## config.mk

```make
export PLATFORM = sky130hd
export DESIGN_NAME = pipe_seq_ctrl
export DESIGN_NICKNAME = d
export VERILOG_FILES = /design/src/rtl/pipe_ctrl_pkg.sv /design/src/rtl/pipe_sat_cnt.sv /design/src/rtl/pipe_seq_ctrl.sv
export SDC_FILE = /design/constraint.sdc
export NUM_CORES = 1
export LEC_CHECK = 0
export CAP_MARGIN = 0
export CORE_MARGIN = 2
export CORE_UTILIZATION = 45
export CTS_BUF_LIST = sky130_fd_sc_hd__clkbuf_16
export CTS_CLUSTER_SIZE = 24
export DETAILED_ROUTE_END_ITERATION = 16
export GPL_TIMING_DRIVEN = 0
export PLACE_DENSITY = 0.69
export SLEW_MARGIN = 25
export SYNTH_ARGS = -nofsm -noshare
export SYNTH_HDL_FRONTEND = slang
export SYNTH_HIERARCHICAL = 1
export SYNTH_SLANG_ARGS = --single-unit
```

## constraint.sdc

```tcl
create_clock -name CLK -period 7 [get_ports CLK]
set_clock_uncertainty 0.05 [all_clocks]
set_input_delay 1.4 -clock CLK [delete_from_list [all_inputs] [get_ports CLK]]
set_output_delay 1.4 -clock CLK [all_outputs]
set_load 0.02 [all_outputs]
```

## src/rtl/pipe_ctrl_pkg.sv

```systemverilog
// pipe_ctrl_pkg
//   Shared types and default sizing for the pipeline sequencer.
//   state_t    : sequencer FSM encoding (IDLE/FILL/RUN/DRAIN)
//   STAGES_DEF : default pipeline depth
//   CNT_W_DEF  : default width of run length and counters
package pipe_ctrl_pkg;

  typedef enum logic [1:0] {
    IDLE  = 2'd0,
    FILL  = 2'd1,
    RUN   = 2'd2,
    DRAIN = 2'd3
  } state_t;

  localparam int STAGES_DEF = 4;
  localparam int CNT_W_DEF  = 16;

endpackage

```

## src/rtl/pipe_sat_cnt.sv

```systemverilog
// pipe_sat_cnt
//   Saturating up-counter with synchronous clear. A clear that coincides
//   with an increment loads 1, so the event in the clearing cycle is counted.
// Ports
//   CLK  in   clock
//   RST  in   synchronous reset, active-high
//   clr  in   restart the count
//   inc  in   count one event
//   cnt  out  current count, sticks at all-ones
module pipe_sat_cnt
  import pipe_ctrl_pkg::*;
#(
  parameter int CNT_W = CNT_W_DEF
) (
  input  logic             CLK,
  input  logic             RST,
  input  logic             clr,
  input  logic             inc,
  output logic [CNT_W-1:0] cnt
);

  always_ff @(posedge CLK) begin
    if (RST) begin
      cnt <= '0;
    end else if (clr) begin
      cnt <= inc ? CNT_W'(1) : '0;
    end else if (inc && (cnt != '1)) begin
      cnt <= cnt + CNT_W'(1);
    end
  end

endmodule

```

## src/rtl/pipe_seq_ctrl.sv

```systemverilog
// pipe_seq_ctrl
//   Sequencer for the N-stage count-up pipeline: fills the stage enables,
//   keeps injecting while running, then drains. Supports stall hold, flush
//   abort, a programmable op count and done/aborted status pulses.
//   Optional build macro PIPE_PERF_CNT_EN adds stall_cycles/run_cycles.
// Ports
//   CLK          in   clock
//   RST          in   synchronous reset, active-high
//   start        in   begin a run (IDLE only)
//   stop         in   end injection, pipeline drains
//   stall        in   freeze contents and state this cycle
//   flush        in   abort, clear all stages
//   run_len      in   ops per run, 0 = unlimited; sampled at start
//   stage_en     out  bit i = stage i holds a valid op
//   fetch_en     out  comb: op injected into stage 0 this cycle
//   busy         out  state != IDLE
//   done         out  pulse: drain completed normally
//   aborted      out  pulse: run ended by flush
//   issued_cnt   out  ops injected in current/last run
//   stall_cycles out  (PIPE_PERF_CNT_EN) busy & stall cycles
//   run_cycles   out  (PIPE_PERF_CNT_EN) busy cycles
//
// state | meaning
// IDLE  | no run active, waiting for start
// FILL  | injecting, stages not all valid yet
// RUN   | injecting, all stages valid
// DRAIN | no injection, shifting zeros until empty
module pipe_seq_ctrl
  import pipe_ctrl_pkg::*;
#(
  parameter int STAGES = STAGES_DEF,
  parameter int CNT_W  = CNT_W_DEF
) (
  input  logic              CLK,
  input  logic              RST,
  input  logic              start,
  input  logic              stop,
  input  logic              stall,
  input  logic              flush,
  input  logic [CNT_W-1:0]  run_len,
  output logic [STAGES-1:0] stage_en,
  output logic              fetch_en,
  output logic              busy,
  output logic              done,
  output logic              aborted,
  output logic [CNT_W-1:0]  issued_cnt
`ifdef PIPE_PERF_CNT_EN
  ,
  output logic [CNT_W-1:0]  stall_cycles,
  output logic [CNT_W-1:0]  run_cycles
`endif
);

  state_t            state_q, state_d;
  logic [STAGES-1:0] stage_q, stage_d, stage_sh;
  logic [CNT_W-1:0]  len_q, len_d;
  logic              stop_pend_q, stop_pend_d;
  logic              done_q, done_d;
  logic              aborted_q, aborted_d;

  logic busy_w, run_phase, stop_eff, lim, last_op, accept;

  assign busy_w    = (state_q != IDLE);
  assign run_phase = (state_q == FILL) || (state_q == RUN);
  assign stop_eff  = stop || stop_pend_q;
  assign lim       = run_phase && (len_q != '0) && (issued_cnt == len_q);
  assign accept    = (state_q == IDLE) && start && !stall && !flush;

  // Stop only gates injection once a run is underway; start+stop in IDLE
  // still issues one op.
  assign fetch_en  = accept ||
                     (run_phase && !flush && !stall && !stop_eff && !lim);

  // Leave for DRAIN on the edge of the final op, so nothing idles in FILL/RUN.
  assign last_op   = run_phase && fetch_en && (len_q != '0) &&
                     (issued_cnt == (len_q - CNT_W'(1)));

  assign stage_sh  = {stage_q[STAGES-2:0], fetch_en};

  always_comb begin
    state_d     = state_q;
    stage_d     = stage_q;
    len_d       = len_q;
    stop_pend_d = stop_pend_q;
    done_d      = 1'b0;
    aborted_d   = 1'b0;
    if (flush) begin
      if (busy_w) begin
        state_d     = IDLE;
        stage_d     = '0;
        stop_pend_d = 1'b0;
        aborted_d   = 1'b1;
      end
    end else if (stall) begin
      if (run_phase && stop) begin
        stop_pend_d = 1'b1;
      end
    end else begin
      case (state_q)
        IDLE: begin
          if (start) begin
            len_d   = run_len;
            stage_d = stage_sh;
            state_d = (stop || (run_len == CNT_W'(1))) ? DRAIN : FILL;
          end
        end
        FILL, RUN: begin
          stage_d = stage_sh;
          if (stop_eff || lim || last_op) begin
            state_d     = DRAIN;
            stop_pend_d = 1'b0;
          end else if ((state_q == FILL) && (stage_sh == '1)) begin
            state_d = RUN;
          end
        end
        DRAIN: begin
          stage_d     = stage_sh;
          stop_pend_d = 1'b0;
          if (stage_sh == '0) begin
            state_d = IDLE;
            done_d  = 1'b1;
          end
        end
        default: state_d = IDLE;
      endcase
    end
  end

  always_ff @(posedge CLK) begin
    if (RST) begin
      state_q     <= IDLE;
      stage_q     <= '0;
      len_q       <= '0;
      stop_pend_q <= 1'b0;
      done_q      <= 1'b0;
      aborted_q   <= 1'b0;
    end else begin
      state_q     <= state_d;
      stage_q     <= stage_d;
      len_q       <= len_d;
      stop_pend_q <= stop_pend_d;
      done_q      <= done_d;
      aborted_q   <= aborted_d;
    end
  end

  pipe_sat_cnt #(.CNT_W(CNT_W)) u_issued (
    .CLK (CLK),
    .RST (RST),
    .clr (accept),
    .inc (fetch_en),
    .cnt (issued_cnt)
  );

`ifdef PIPE_PERF_CNT_EN
  pipe_sat_cnt #(.CNT_W(CNT_W)) u_run_cycles (
    .CLK (CLK),
    .RST (RST),
    .clr (accept),
    .inc (busy_w),
    .cnt (run_cycles)
  );

  pipe_sat_cnt #(.CNT_W(CNT_W)) u_stall_cycles (
    .CLK (CLK),
    .RST (RST),
    .clr (accept),
    .inc (busy_w && stall),
    .cnt (stall_cycles)
  );
`else
  // Performance counters not built.
`endif

  assign stage_en = stage_q;
  assign busy     = busy_w;
  assign done     = done_q;
  assign aborted  = aborted_q;

endmodule
```

## After elaboration in Yosys (flattened, before gate mapping)

Cells that the tools add are included.

- Add/subtract/negate cells: 2
- Multipliers: 0
- Div/mod/pow operators: 0
- $lt $le $gt $ge: 0
- Eq/ne operators: 15
- Shift-type cells: 0
- Multiplexer cells: 25
- Bitwise operators: 3
- Reductions and logical operators: 39

Operators with widths:

| cell | count |
|---|---|
| $eq A16 B16 Y1 | 2 |
| $mux W16 | 2 |
| $add A16 B1 Y16 const B | 1 |
| $eq A16 B1 Y1 const B | 1 |
| $mux W2 | 8 |
| $mux W4 | 4 |
| $ne A16 B16 Y1 const B | 1 |
| $reduce_bool A16 Y1 | 1 |
| $sub A16 B1 Y16 const B | 1 |
| $logic_and A1 B1 Y1 | 15 |
| $mux W1 | 8 |
| $ne A4 B4 Y1 const B | 2 |
| $pmux W4 S2 | 1 |
| $reduce_and A4 Y1 | 2 |
| $logic_or A1 B1 Y1 | 6 |
| $ne A3 B3 Y1 const B | 2 |
| $pmux W2 S3 | 1 |
| $reduce_and A5 Y1 | 1 |
| $eq A2 B2 Y1 const B | 2 |
| $eq A4 B4 Y1 const B | 1 |
| $logic_not A1 Y1 | 4 |
| $logic_not A4 Y1 | 1 |
| $ne A2 B1 Y1 const B | 2 |
| $reduce_bool A2 Y1 | 2 |
| other kinds (10) | 13 |

- Flip-flop bits (word level): 41
- Latch bits: 0
- Memory bits (writable): 0
- Bits in read-only memories: 0
- Input bits: 22
- Output and inout bits: 24
- Logic and storage cells: 91
- Memories: 0

## Logic depth before layout (Yosys ltp)

Gate-level depths: netlist of the first run.

- Depth in word-level cells: 15
- Depth in mapped cells: 13
- Gate-level depth less buffers: 11

## By module

The synthesis of the first run kept the hierarchy.

By module, submodules not included:

| module | times used | cells each | area each (sq um) | sequential area each (sq um) |
|---|---|---|---|---|
| pipe_seq_ctrl | 1 | 247 | 1896.8 | 500.5 |
| pipe_sat_cnt | 1 | 99 | 840.8 | 320.3 |

## Least setup slack after synthesis of the first run

OpenSTA, ideal clock, no wires.

- Path kind: input to output
- Start: input flush
- End: output fetch_en
- Arrival: 2.400 ns
- Required time: 5.550 ns
- Path slack: 3.150 ns
- Stages on the path: 5
- Buffers on the path: 0
- Cell sequence: nor2_1 nand3_1 clkinv_1 a31oi_1 inv_2

- Word-level cells in the longest chain between the ends: 6
- Elaborated cells on any way between the ends: 7
- Those cells by class: reduce/logical: 7

RTL lines:

| element | line | text |
|---|---|---|
| from (decl) | pipe_seq_ctrl.sv:39 | `input logic flush,` |
| $logic_not A1 Y1 (*) | pipe_seq_ctrl.sv:67, pipe_seq_ctrl.sv:72 |  |
| $logic_and A1 B1 Y1 (4 in a row) | pipe_seq_ctrl.sv:72 | `(run_phase && !flush && !stall && !stop_eff && !lim);` |
| $logic_or A1 B1 Y1 (*) | pipe_seq_ctrl.sv:71 | `assign fetch_en = accept \|\|` |
| to (decl) | pipe_seq_ctrl.sv:42 | `output logic fetch_en,` |

Every way passes the cells marked *; elsewhere a longest branch is shown, timed or not.

## Worst setup path in the final report of the first run

Same ends and word-level chain as after synthesis.

==> flow_summary_export.csv, run 1 <==
group,metric,value,unit
clocking,cts.sinks,41,
die,rows,28,
hold_path,min_path_cells,2,
clocking,cts_inserted_buffers,5,
die,pin_count,46,
clocking,clk_pin_slew,0.05,ns
global_route,grt_overflow_total,0,
critical_path,critPathLaunchType,"input port",
synth,ys_types,64,
critical_path,required,5.55,ns
power,pwr-share-seq,41.4,%
sta,fin_ws,1.705,ns
detailed_routing,totalWireLength,7434,um
hold_path,hp-class,"reg2reg",
synth,yosys_warnings,6,
detailed_routing,drt_iter0_markers,185,
power,p_switching,0.1637,mW
sta,hold_violations,0,
synth,syn_area,2738,sq um
synth,synth-seq-cells,41,
global_route,grt_pass1_vias,2450,
place,port_buffers,45,
power,internal-power,0.4302,mW
finish,layout.nets,426,
global_route,grt.total_usage,23.29,%
detailed_routing,vias,2767,
sta,rsz0062_at_grt,"false",
finish,layout_commonest_cell,"nand2_1",
synth,synth.avg_cell_area,7.912,sq um
global_route,grt_max_degree,15,
detailed_routing,firstDrtPassIters,4,
critical_path,r2r_cells,13,
sta,slew_violations,0,
finish,n_fill_cell,573,
sta,finalSetupViolations,0,
sta,hold_ws,0.4314,ns
critical_path,arrival,3.85,ns
sta,worstMarginPinSlew,0.7962,ns
place,gp_congestion,0.8864,
sta,tns,0,ns
die,coreArea,5886,sq um
place,pre_cts_ws,1.728,ns
critical_path,criticalPathCategory,"in2out",
synth,ys_seq_area_share,29.98,%
finish,multi_input_area,1729,sq um
status,outcome,"completed",
clocking,post_cts.repair.setup_buffers,0,
synth,synth_edf_count,0,
power,combPwrFrac,22.7,%
power,peakVddDrop,98.74,uV
global_route,grt_pass1_wl,12110,um
sta,slew_headroom,46.43,%
finish,final_cell_mix,"54 x nand2_1, 45 x clkdlybuf4s50_1, 41 x dfxtp_1, 34 x a21oi_1",
clocking,cts_buffer_depth,2,
sta,finalCritPeriodShare,75.64,%
critical_path,end_kind,"output port",
finish,num_antenna_cells,0,
power,p_leak,1.204,nW
sta,fin_crit,5.295,ns
synth,netlist_instances,346,
synth,synth_top_flop_cell,"dfxtp_1",
detailed_routing,wl_per_cell,15.68,um
detailed_routing,final_antenna_net_count,0,
clocking,cts_tree,"yes",
detailed_routing,vias_per_cell,5.838,
clocking,root_buffer,"clkbuf_16",
finish,seq_area,820.8,sq um
die,dieArea,6723,sq um
global_route,antenna_found_initial,0,
finish,area_growth,24.86,%
critical_path,worstPathMaxFanout,10,
die,start_util,46.51,%
power,clockPowerShare,35.9,%
power,p_per_area,173.7,nW/um^2
place,dp_hpwl,5697,um
clocking,cts_htree_levels,2,
die,die_width,82.00,um
clocking,clock_latency,0.28,ns
clocking,cts-resized-gates,0,
clocking,cts_hold_buf,0,
power,p_sw_share,27.57,%
synth,syn_nets,374,
synth,async_flop_share,0,%
die,die_height,82.00,um
detailed_routing,remaining_drc_errors,0,
flow_run,max_cap_viol_count,0,
finish,drive_above_1_share,7.268,%
sta,max_freq,0.1889,GHz
==> metal layers <==
metal / up-vias / share of wire [%] / global-route usage [%] / routed length (um)
li1: 1385 / - / - / -
met1: 1302 / 48 / 33.56 / 3575
met2: 75 / 46 / 36.67 / 3414
met3: 5 / 5.2 / 3.846 / 383
met4: 0 / 0.82 / 4.500 / 61
met5: - / 0 / 0 / 0
==> sequential cells by signal, summed over array words and instances, names as in the netlist <==
register      cells
len_q            16
u_issued/cnt     16
stage_en          4
state_q           2
aborted           1
done              1
stop_pend_q       1
==> synthesized netlist by cell type (4+ instances only) <==
cell      number  area share (%)
nand2_1       54             7.4
o31ai_1        7             1.9
nor2_1        18             2.5
buf_6          6             2.5
nand4_1        8             1.8
o21ai_0       10             1.8
ha_1           6             2.7
a211oi_1       5             1.4
nor4_1        10             2.3
a311oi_1       4             1.3
xor2_1         9             2.9
clkbuf_1       6            0.82
dfxtp_1       41              30
inv_1         11             1.5
a21oi_1       34             6.2
or4_1          7             1.9
xnor2_1       15             4.8
nand3_1       18             3.3
nor3_1        12             2.2
==> cell families after synthesis <==
group | count (synthesis) | synth area share, %
XOR/XNOR | 24 | 7.679
multiplexers | 4 | 1.508
buffers and inverters | 31 | 6.854
AND/OR/NAND/NOR | 157 | 31.49
flip-flops | 41 | 29.98
adder cells (fa/ha/maj) | 6 | 2.742
AO/OA/AOI/OAI | 83 | 19.74
==> stage by stage <==
step	total power, mW	instance area (sq um)	cells	util, %
global placement	0.3820	3282	466	55.76
finish	0.5939	3418	474	58.08
CTS	0.5981	3418	474	58.08
floorplan	0.3425	2738	346	-
global route	0.6223	3418	474	58.08
detailed placement	0.3834	3282	466	55.76
==> final timing paths <==
kind	from	endpoint	slack, ns
max reg2reg	len_q[2]	u_issued/cnt[15]	3.10
min	stage_en[3]	stage_en[3]	0.43
min reg2reg	stage_en[3]	stage_en[3]	0.43
max	flush	fetch_en	1.70
==> worst max-delay path: stages <==
cell	delay, ns
clkdlybuf4s50_1	0.56
nor2_1	0.14
nand3_1	0.28
clkinv_1	0.33
a31oi_1	0.38
inv_2	0.17
clkdlybuf4s50_1	0.58
==> cell type report <==
| class | count | area share, % |
|---|---|---|
| Buffer | 18 | 4.063 |
| Tap cell | 75 | 2.745 |
| Timing Repair Buffer | 45 | 13.18 |
| Inverter | 13 | 1.428 |
| Multi-Input combinational cell | 274 | 50.59 |
| Clock inverter | 3 | 0.3294 |
| Sequential cell | 41 | 24.01 |
| Clock buffer | 5 | 3.660 |
==> power groups by stage <==
stage | registers (mW) | logic (mW) | clock network, mW
floorplan | 0.251 | 0.0916 | 0
global placement | 0.251 | 0.131 | 0
detailed placement | 0.251 | 0.133 | 0
CTS | 0.246 | 0.134 | 0.219
global route | 0.247 | 0.149 | 0.227
finish | 0.246 | 0.135 | 0.213
No activity file was read; power rests on OpenSTA's default activity.
==> inputs of run 2 (changes only) <==
- PLACE_DENSITY: 0.69 -> 0.72
- clock period: 7 -> 4.55 ns (I/O delays scaled with it)
==> run 2 against run 1 <==
Compared with the run above:
- clock power grew 52%
- combinational power grew 54%
- flip-flop and latch count is the same
- die area unchanged
- hold slack improved by 0.0054 ns
- sequential power grew 54%
- design area shrank 0.11%
- wire length increased by 0.74%
- final cell count is 0.21% lower
- via count grew 2.2%
- core utilization down 0.064 points
==> flow_summary_export.csv, run 2 (synthesis gave the netlist of run 1 again) <==
group,metric,value,unit
finish,area_growth,24.73,%
clocking,post_cts.repair.setup_buffers,0,
sta,finalSetupViolations,0,
sta,slew_headroom,53.04,%
sta,max_freq,0.2311,GHz
clocking,cts-resized-gates,0,
sta,slew_violations,0,
place,dp_hpwl,5640,um
clocking,cts_buffer_depth,2,
clocking,cts_hold_buf,0,
clocking,cts.sinks,41,
die,pin_count,46,
sta,hold_ws,0.4368,ns
global_route,grt_max_degree,15,
critical_path,required,3.59,ns
clocking,cts_htree_levels,2,
critical_path,worstPathMaxFanout,10,
detailed_routing,firstDrtPassIters,4,
clocking,clk_pin_slew,0.05,ns
sta,worstMarginPinSlew,0.6980,ns
finish,layout.nets,426,
critical_path,critPathLaunchType,"input port",
die,die_height,82.00,um
detailed_routing,final_antenna_net_count,0,
sta,finalCritPeriodShare,95.09,%
critical_path,criticalPathCategory,"in2out",
die,dieArea,6723,sq um
global_route,grt_overflow_total,0,
critical_path,end_kind,"output port",
critical_path,arrival,3.37,ns
global_route,grt_pass1_wl,12630,um
finish,n_fill_cell,573,
finish,fin_cells,473,
die,die_width,82.00,um
finish,layout_commonest_cell,"nand2_1",
detailed_routing,vias,2827,
clocking,root_buffer,"clkbuf_16",
power,peakVddDrop,183.2,uV
sta,fin_crit,4.326,ns
place,port_buffers,45,
global_route,grt_pass1_vias,2667,
hold_path,hp-class,"reg2reg",
finish,num_antenna_cells,0,
finish,postLayoutCoreUtil,58.01,%
detailed_routing,remaining_drc_errors,0,
sta,rsz0062_at_grt,"false",
detailed_routing,wl_per_cell,15.83,um
detailed_routing,totalWireLength,7489,um
clocking,cts_tree,"yes",
power,p_per_area,266.7,nW/um^2
detailed_routing,drt_iter0_markers,227,
global_route,antenna_found_initial,0,
finish,final_cell_mix,"54 x nand2_1, 45 x clkdlybuf4s50_1, 41 x dfxtp_1, 34 x a21oi_1",
clocking,cts_inserted_buffers,5,
sta,tns,0,ns
place,dp_cells,466,
finish,drive_above_1_share,7.286,%
flow_run,max_cap_viol_count,0,
sta,hold_violations,0,
detailed_routing,vias_per_cell,5.977,
global_route,grt.total_usage,24.05,%
die,coreArea,5886,sq um
clocking,clock_latency,0.28,ns
power,p_leak,1.195,nW
place,gp_congestion,0.9195,
die,start_util,46.51,%
status,outcome,"completed",
die,rows,28,
## run 2: stage by stage
step           setup WS [ns]  area [sq um]  total power, mW
2_1_floorplan          1.208          2738           0.5269
3_3_place_gp          0.2505          3282           0.5869
3_5_place_dp          0.2614          3282           0.5896
4_1_cts               0.2466          3415           0.9136
5_1_grt             0.003333          3415           0.9568
6_report              0.2236          3415           0.9106
## run 2: layout make-up
| cell class | instances | area [sq um] | area share [%] |
|---|---|---|---|
| plain buffers | 18 | 138.9 | 4.067 |
| clock buffers | 5 | 125.1 | 3.664 |
| clock inverters | 2 | 7.507 | 0.2199 |
| inverters | 13 | 48.80 | 1.429 |
| multi-input cells | 274 | 1729 | 50.64 |
| flip-flops and latches | 41 | 820.8 | 24.04 |
| well taps | 75 | 93.84 | 2.748 |
| repair buffers | 45 | 450.4 | 13.19 |
## run 2: layer usage
metal | track usage (%) | part of all wire, % | vias to the layer above | routed length [um]
met4 | 5.833 | 1.4 | 0 | 108
met5 | 0 | 0 | - | 0
met2 | 39.92 | 46 | 105 | 3459
met3 | 5.165 | 6.3 | 15 | 470
met1 | 31.75 | 46 | 1330 | 3451
li1 | - | - | 1377 | -
## run 2: power by group
group / switching (mW) / internal, mW / total [mW]
Combinational: 0.111 / 0.0963 / 0.208
Clock: 0.128 / 0.196 / 0.324
Sequential: 0.0102 / 0.369 / 0.379
Total: 0.250 / 0.661 / 0.911
## run 2: worst paths after layout
kind,from,endpoint,slack [ns],cells after the start
worst max-delay path,flush,fetch_en,0.22,7
worst min-delay path,stage_en[3],stage_en[3],0.44,2
worst max register to register,len_q[2],u_issued/cnt[15],0.70,13
worst min register to register,stage_en[3],stage_en[3],0.44,2
## run 2: worst max-delay path: stages
cell and delay [ns]:
clkdlybuf4s50_1 0.56, nor2_1 0.14, nand3_1 0.30, clkinv_1 0.32, a31oi_1 0.36, inv_2 0.19
clkdlybuf4s50_1 0.58
